===== src/rtl/count_ctrl_pkg.sv =====
// Shared types for the count_003 sequencer: timer modes, FSM states and mode resolution.
package count_ctrl_pkg;

   typedef enum logic [1:0] {
      MODE_ONESHOT  = 2'd0,
      MODE_PERIODIC = 2'd1,
      MODE_TRIANGLE = 2'd2,
      MODE_RSVD     = 2'd3
   } mode_e;

   typedef enum logic [2:0] {
      IDLE   = 3'd0,
      LOAD   = 3'd1,
      RUN_UP = 3'd2,
      RUN_DN = 3'd3,
      DONE   = 3'd4
   } state_e;

   // Reserved encoding and zero-period repeating modes both degrade to a one-shot.
   function automatic mode_e eff_mode(input logic [1:0] mode, input logic period_zero);
      case (mode)
         2'd1:    return period_zero ? MODE_ONESHOT : MODE_PERIODIC;
         2'd2:    return period_zero ? MODE_ONESHOT : MODE_TRIANGLE;
         default: return MODE_ONESHOT;
      endcase
   endfunction

endpackage


===== src/rtl/count_seq_ctrl.sv =====
// One-shot / periodic / triangle timer sequencer driving a count_003; counter pins combinational from state and cnt_val.
// No backpressure: start sampled only in IDLE, stop aborts at the next edge, hold freezes RUN states; COUNT_SEQ_CTRL_IRQ_EN adds irq/irq_clr.
module count_seq_ctrl
   import count_ctrl_pkg::*;
#(
   parameter int TOP_BIT = 4
) (
   input  logic             clk,
   input  logic             rst,
   input  logic [1:0]       cfg_mode,
   input  logic [TOP_BIT:0] cfg_period,
   input  logic             start,
   input  logic             stop,
   input  logic             hold,
   output logic             busy,
   output logic             done,
   output logic             tick,
   output logic             cnt_load,
   output logic [TOP_BIT:0] cnt_data,
   output logic             cnt_updn,
   output logic             cnt_en,
   input  logic [TOP_BIT:0] cnt_val
`ifdef COUNT_SEQ_CTRL_IRQ_EN
   ,
   output logic             irq,
   input  logic             irq_clr
`endif
);

   state_e           r_state;
   state_e           w_state_nxt;
   mode_e            r_mode;
   logic [TOP_BIT:0] r_period;
   logic             w_latch;
   logic             w_cnt_zero;
   logic             w_cnt_top;

   assign w_cnt_zero = (cnt_val == '0);
   assign w_cnt_top  = (cnt_val == r_period);

   always_comb begin
      w_state_nxt = r_state;
      w_latch     = 1'b0;
      busy        = 1'b0;
      done        = 1'b0;
      tick        = 1'b0;
      cnt_load    = 1'b0;
      cnt_data    = '0;
      cnt_updn    = 1'b0;
      cnt_en      = 1'b0;
      case (r_state)
         IDLE: begin
            if (start && !stop) begin
               w_latch     = 1'b1;
               w_state_nxt = LOAD;
            end
         end
         LOAD: begin
            busy = 1'b1;
            if (stop) begin
               w_state_nxt = IDLE;
            end else begin
               cnt_load    = 1'b1;
               cnt_data    = (r_mode == MODE_TRIANGLE) ? '0 : r_period;
               w_state_nxt = (r_mode == MODE_TRIANGLE) ? RUN_UP : RUN_DN;
            end
         end
         RUN_DN: begin
            busy = 1'b1;
            if (stop) begin
               w_state_nxt = IDLE;
            end else if (!hold) begin
               if (!w_cnt_zero) begin
                  cnt_en   = 1'b1;
                  cnt_updn = 1'b1;
               end else begin
                  // Bottom of the count: reload, turn around, or finish.
                  case (r_mode)
                     MODE_PERIODIC: begin
                        tick     = 1'b1;
                        cnt_load = 1'b1;
                        cnt_data = r_period;
                     end
                     MODE_TRIANGLE: begin
                        tick        = 1'b1;
                        cnt_en      = 1'b1;
                        w_state_nxt = RUN_UP;
                     end
                     default: w_state_nxt = DONE;
                  endcase
               end
            end
         end
         RUN_UP: begin
            busy = 1'b1;
            if (stop) begin
               w_state_nxt = IDLE;
            end else if (!hold) begin
               cnt_en = 1'b1;
               if (w_cnt_top) begin
                  cnt_updn    = 1'b1;
                  w_state_nxt = RUN_DN;
               end
            end
         end
         DONE: begin
            done        = 1'b1;
            w_state_nxt = IDLE;
         end
         default: w_state_nxt = IDLE;
      endcase
   end

   always_ff @(posedge clk) begin
      if (rst) begin
         r_state  <= IDLE;
         r_mode   <= MODE_ONESHOT;
         r_period <= '0;
      end else begin
         r_state <= w_state_nxt;
         if (w_latch) begin
            r_mode   <= eff_mode(cfg_mode, cfg_period == '0);
            r_period <= cfg_period;
         end
      end
   end

`ifdef COUNT_SEQ_CTRL_IRQ_EN
   logic r_irq;

   always_ff @(posedge clk) begin
      if (rst) begin
         r_irq <= 1'b0;
      end else if (done || tick) begin
         r_irq <= 1'b1;
      end else if (irq_clr) begin
         r_irq <= 1'b0;
      end
   end

   assign irq = r_irq;
`endif

endmodule


===== config.mk =====
export PLATFORM = sky130hd
export DESIGN_NAME = count_seq_ctrl
export DESIGN_NICKNAME = d
export VERILOG_FILES = /design/src/rtl/count_ctrl_pkg.sv /design/src/rtl/count_seq_ctrl.sv
export SDC_FILE = /design/constraint.sdc
export NUM_CORES = 1
export LEC_CHECK = 0
export ABC_CLOCK_PERIOD_IN_PS = 3800
export BUFFER_PORTS_ARGS = -buffer_cell sky130_fd_sc_hd__buf_2
export CAP_MARGIN = 5
export CORE_ASPECT_RATIO = 0.75
export CORE_UTILIZATION = 40
export CTS_CLUSTER_SIZE = 14
export DETAILED_ROUTE_END_ITERATION = 12
export GPL_TIMING_DRIVEN = 1
export PLACE_DENSITY = 0.66
export SYNTH_ARGS = -nofsm -noshare
export SYNTH_HDL_FRONTEND = slang
export SYNTH_SLANG_ARGS = --single-unit

===== constraint.sdc =====
create_clock -name clk -period 3.8 [get_ports clk]
set_input_delay 0.57 -clock clk [delete_from_list [all_inputs] [get_ports clk]]
set_output_delay 0.57 -clock clk [all_outputs]
set_load 0.03 [all_outputs]

==> flow_metrics.env <==
export IMPL_crit_end="cnt_updn"
export IMPL_grt_pass1_vias=655
export IMPL_synth_avg_cell_area_um2=8.39
export IMPL_critPathBufInv=2
export IMPL_final_util_pct=54.1
export IMPL_cp_arrival_ns=2.11
export IMPL_peakVddDrop_uv=177
export IMPL_cts_hold_buf=0
export IMPL_final_nets=144
export IMPL_cp_top_family="simple AND/OR/NAND/NOR gates"
export IMPL_pwr_share_clk_pct=26.7
export IMPL_antenna_found_initial=0
export IMPL_clkLatencyLatePin_ns=0.27
export IMPL_cts_sinks=10
export IMPL_setup_ws_ns=1.12
export IMPL_worst_pin_slew_ns=0.474
export IMPL_n_fill_cell=185
export IMPL_fp_row_count=13
export IMPL_final_cells=144
export IMPL_synthArstFlopShare_pct=0
export IMPL_first_iter_violations=8
export IMPL_synth_cells=95
export IMPL_start_util_pct=44.1
export IMPL_synth_top_flop_cell="dfxtp_1"
export IMPL_die_area_mm2=0.00218
export IMPL_clockRootBuffer="clkbuf_4"
export IMPL_relSlewSlack_pct=67.6
export IMPL_slowest_stage="or4_4"
export IMPL_maxCapViolCount=0
export IMPL_register_area_um2=200
export IMPL_post_drt_via_cell_ratio=5.27
export IMPL_reg2reg_slack_ns=2.23
export IMPL_numCtsBuffers=3
export IMPL_place_ws_ns=1.14
export IMPL_seq_power_share_pct=36.6
export IMPL_yosysWarnings=0
export IMPL_min_path_type="flop to flop"
export IMPL_cts_tree="yes"
export IMPL_crit_cells=6
export IMPL_hold_viol_final=0
export IMPL_swShare_pct=38.8
export IMPL_post_drt_wl_per_cell_um=13.1
export IMPL_regToRegStartpoint="r_mode[0]"
export IMPL_crit_top_cell="buf_2"
export IMPL_track_usage_pct=20.9
export IMPL_layout_common_cells="27 x buf_2, 14 x nor2_1, 10 x dfxtp_1, 6 x inv_1, 6 x and2_1"
export IMPL_mostFrequentLayoutCell="buf_2"
export IMPL_finalSetupViolations=0
export IMPL_multi_input_area_um2=556
export IMPL_synth_enable_flop_cells=0
export IMPL_synthTopCellsByArea="dfxtp_1 25%, nor2_1 6.6%, ha_1 6.3%"
export IMPL_rr_worst_depth=6
export IMPL_via_count=759
export IMPL_drive_above_1_share_pct=32.0
export IMPL_core_area_mm2=0.00181
export IMPL_rsz0062_at_grt="no"
export IMPL_htreeDepth=1
export IMPL_critPathRequiredTime_ns=3.23
export IMPL_min_period_ns=2.68
export IMPL_crit_chain="buf_2 > xnor2_1 > nand3_1 > or4_4 > a2111oi_4 > buf_2"
export IMPL_finalCritPeriodShare_pct=70.6
export IMPL_areaGrowthSynthToFinish_pct=22.6
export IMPL_gp_congestion=0.830
export IMPL_synth_top_area_share_pct=25.1
export IMPL_cts_setup_buffers=0
export IMPL_antennaDiodeCount=0
export IMPL_leakage_nw=0.448
export IMPL_synth_seq_area_share_pct=25.1
export IMPL_synth_seq_cells=10
export IMPL_max_freq_mhz=373
export IMPL_synthesis_area_um2=797
export IMPL_ant_nets=0
export IMPL_overflow=0
export IMPL_path_clk_slew_ns=0.07
export IMPL_remaining_drc_errors=0
export IMPL_power_w=0.000370
export IMPL_yosys_area_top_type="dfxtp_1"
export IMPL_grt_pass1_wl_um=3120
export IMPL_slew_viol_final=0
export IMPL_synthesis_nets=116
export IMPL_yosysUniqueCellTypes=40
export IMPL_num_io_pins=28
export IMPL_skew_ns=0.00402
export IMPL_status="finished clean"
export IMPL_wl_um=1890
export IMPL_die_h_um=40.7
export IMPL_dr_pass1_iters=4
export IMPL_worstSetupStartpoint="cnt_val[0]"
export IMPL_cp_slowest_stage_delay_ns=0.55
export IMPL_p_sw_w=0.000143
export IMPL_combPwrFrac_pct=36.7
export IMPL_cp_max_fo=2
export IMPL_portBuffers=27
export IMPL_internal_power_w=0.000226
export IMPL_rr_endpoint="r_state[0]"
export IMPL_cts_resized=0
export IMPL_fp_dieW_um=53.5
export IMPL_dpl_hpwl_um=1500
export IMPL_grt_max_degree=11
export IMPL_power_per_cell_area_mw_per_mm2=378
export IMPL_critPathKind="primary input to output pin"
export IMPL_clock_path_buffers=2
export IMPL_setup_tns_final_ns=0
export IMPL_worstSetupStartpointType="primary input"
export IMPL_placed_cells=140
export IMPL_end_kind="output pin"
## how the worst min path moves through the flow
stage,start,endpoint,slack [ns],cells after the start
floorplan,r_mode[1],r_mode[1],0.45,2
detailed placement,r_mode[0],r_mode[0],0.47,2
finish,r_mode[0],r_mode[0],0.48,2
CTS,r_mode[0],r_mode[0],0.48,2
global placement,r_mode[0],r_mode[0],0.47,2
global route,r_mode[0],r_mode[0],0.52,2
## area by class of cell
type | count | share of cell area (%)
Clock buffer | 4 | 3.71
Inverter | 6 | 2.30
Multi-Input combinational cell | 75 | 56.9
Sequential cell | 10 | 20.5
Tap cell | 22 | 2.82
Timing Repair Buffer | 27 | 13.8
## cells in the mapped netlist, types with 2 or more instances
cell,n
xor2_1,2
xnor2_1,3
nand3b_1,2
and2_1,6
inv_1,6
a21oi_1,5
nor2_1,14
nor3_1,3
buf_2,2
dfxtp_1,10
ha_1,4
nand2_1,2
nand2b_1,4
nor4_1,2
mux2i_1,5
## metrics by stage
step	hold slack [ns]	instance area, µm²
after global routing	0.520	977
after global placement	0.466	941
after CTS	0.478	977
after detailed placement	0.468	941
after floorplan	0.449	797
final	0.482	977
## power groups by stage
stage           Clock, W  Sequential (W)  Combinational, W
3_5_place_dp           0        0.000137          0.000135
3_3_place_gp           0        0.000137          0.000134
5_1_grt         0.000107        0.000138          0.000151
2_1_floorplan          0        0.000130          0.000105
4_1_cts         0.000102        0.000135          0.000136
6_report       0.0000988        0.000135          0.000136
## kinds of logic (layout without fill, tap and decap cells)
| family | after synthesis | after routing | share of synthesized area (%) |
|---|---|---|---|
| buffers and inverters | 10 | 37 | 5.18 |
| AND/OR/NAND/NOR | 47 | 47 | 36.3 |
| AO/OA/AOI/OAI | 14 | 14 | 15.4 |
| adder cells (fa/ha/maj) | 4 | 4 | 6.28 |
| flip-flops | 10 | 10 | 25.1 |
| multiplexers | 5 | 5 | 6.28 |
| XOR/XNOR | 5 | 5 | 5.50 |
## worst register-to-register path, cell delays in order, from the launching register on
cell     delay [ns]
dfxtp_1        0.36
inv_1          0.06
ha_1           0.24
or3_1          0.36
a21oi_1        0.18
nor2_1         0.06
o32ai_1        0.23
## sequential cells by signal, summed over array words and instances (netlist names)
register and cells:
r_period 5, r_mode 2, r_state 3
## routing by layer
layer	routed length [µm]	vias to the layer above	part of all wire, %	track usage (%)
met5	0	-	0	0
met1	961	345	51	28.7
met3	105	3	5.5	6.67
met4	8	0	0.42	3.95
li1	-	391	-	-
met2	816	20	43	32.2
Power figures use the tool's default switching activity.
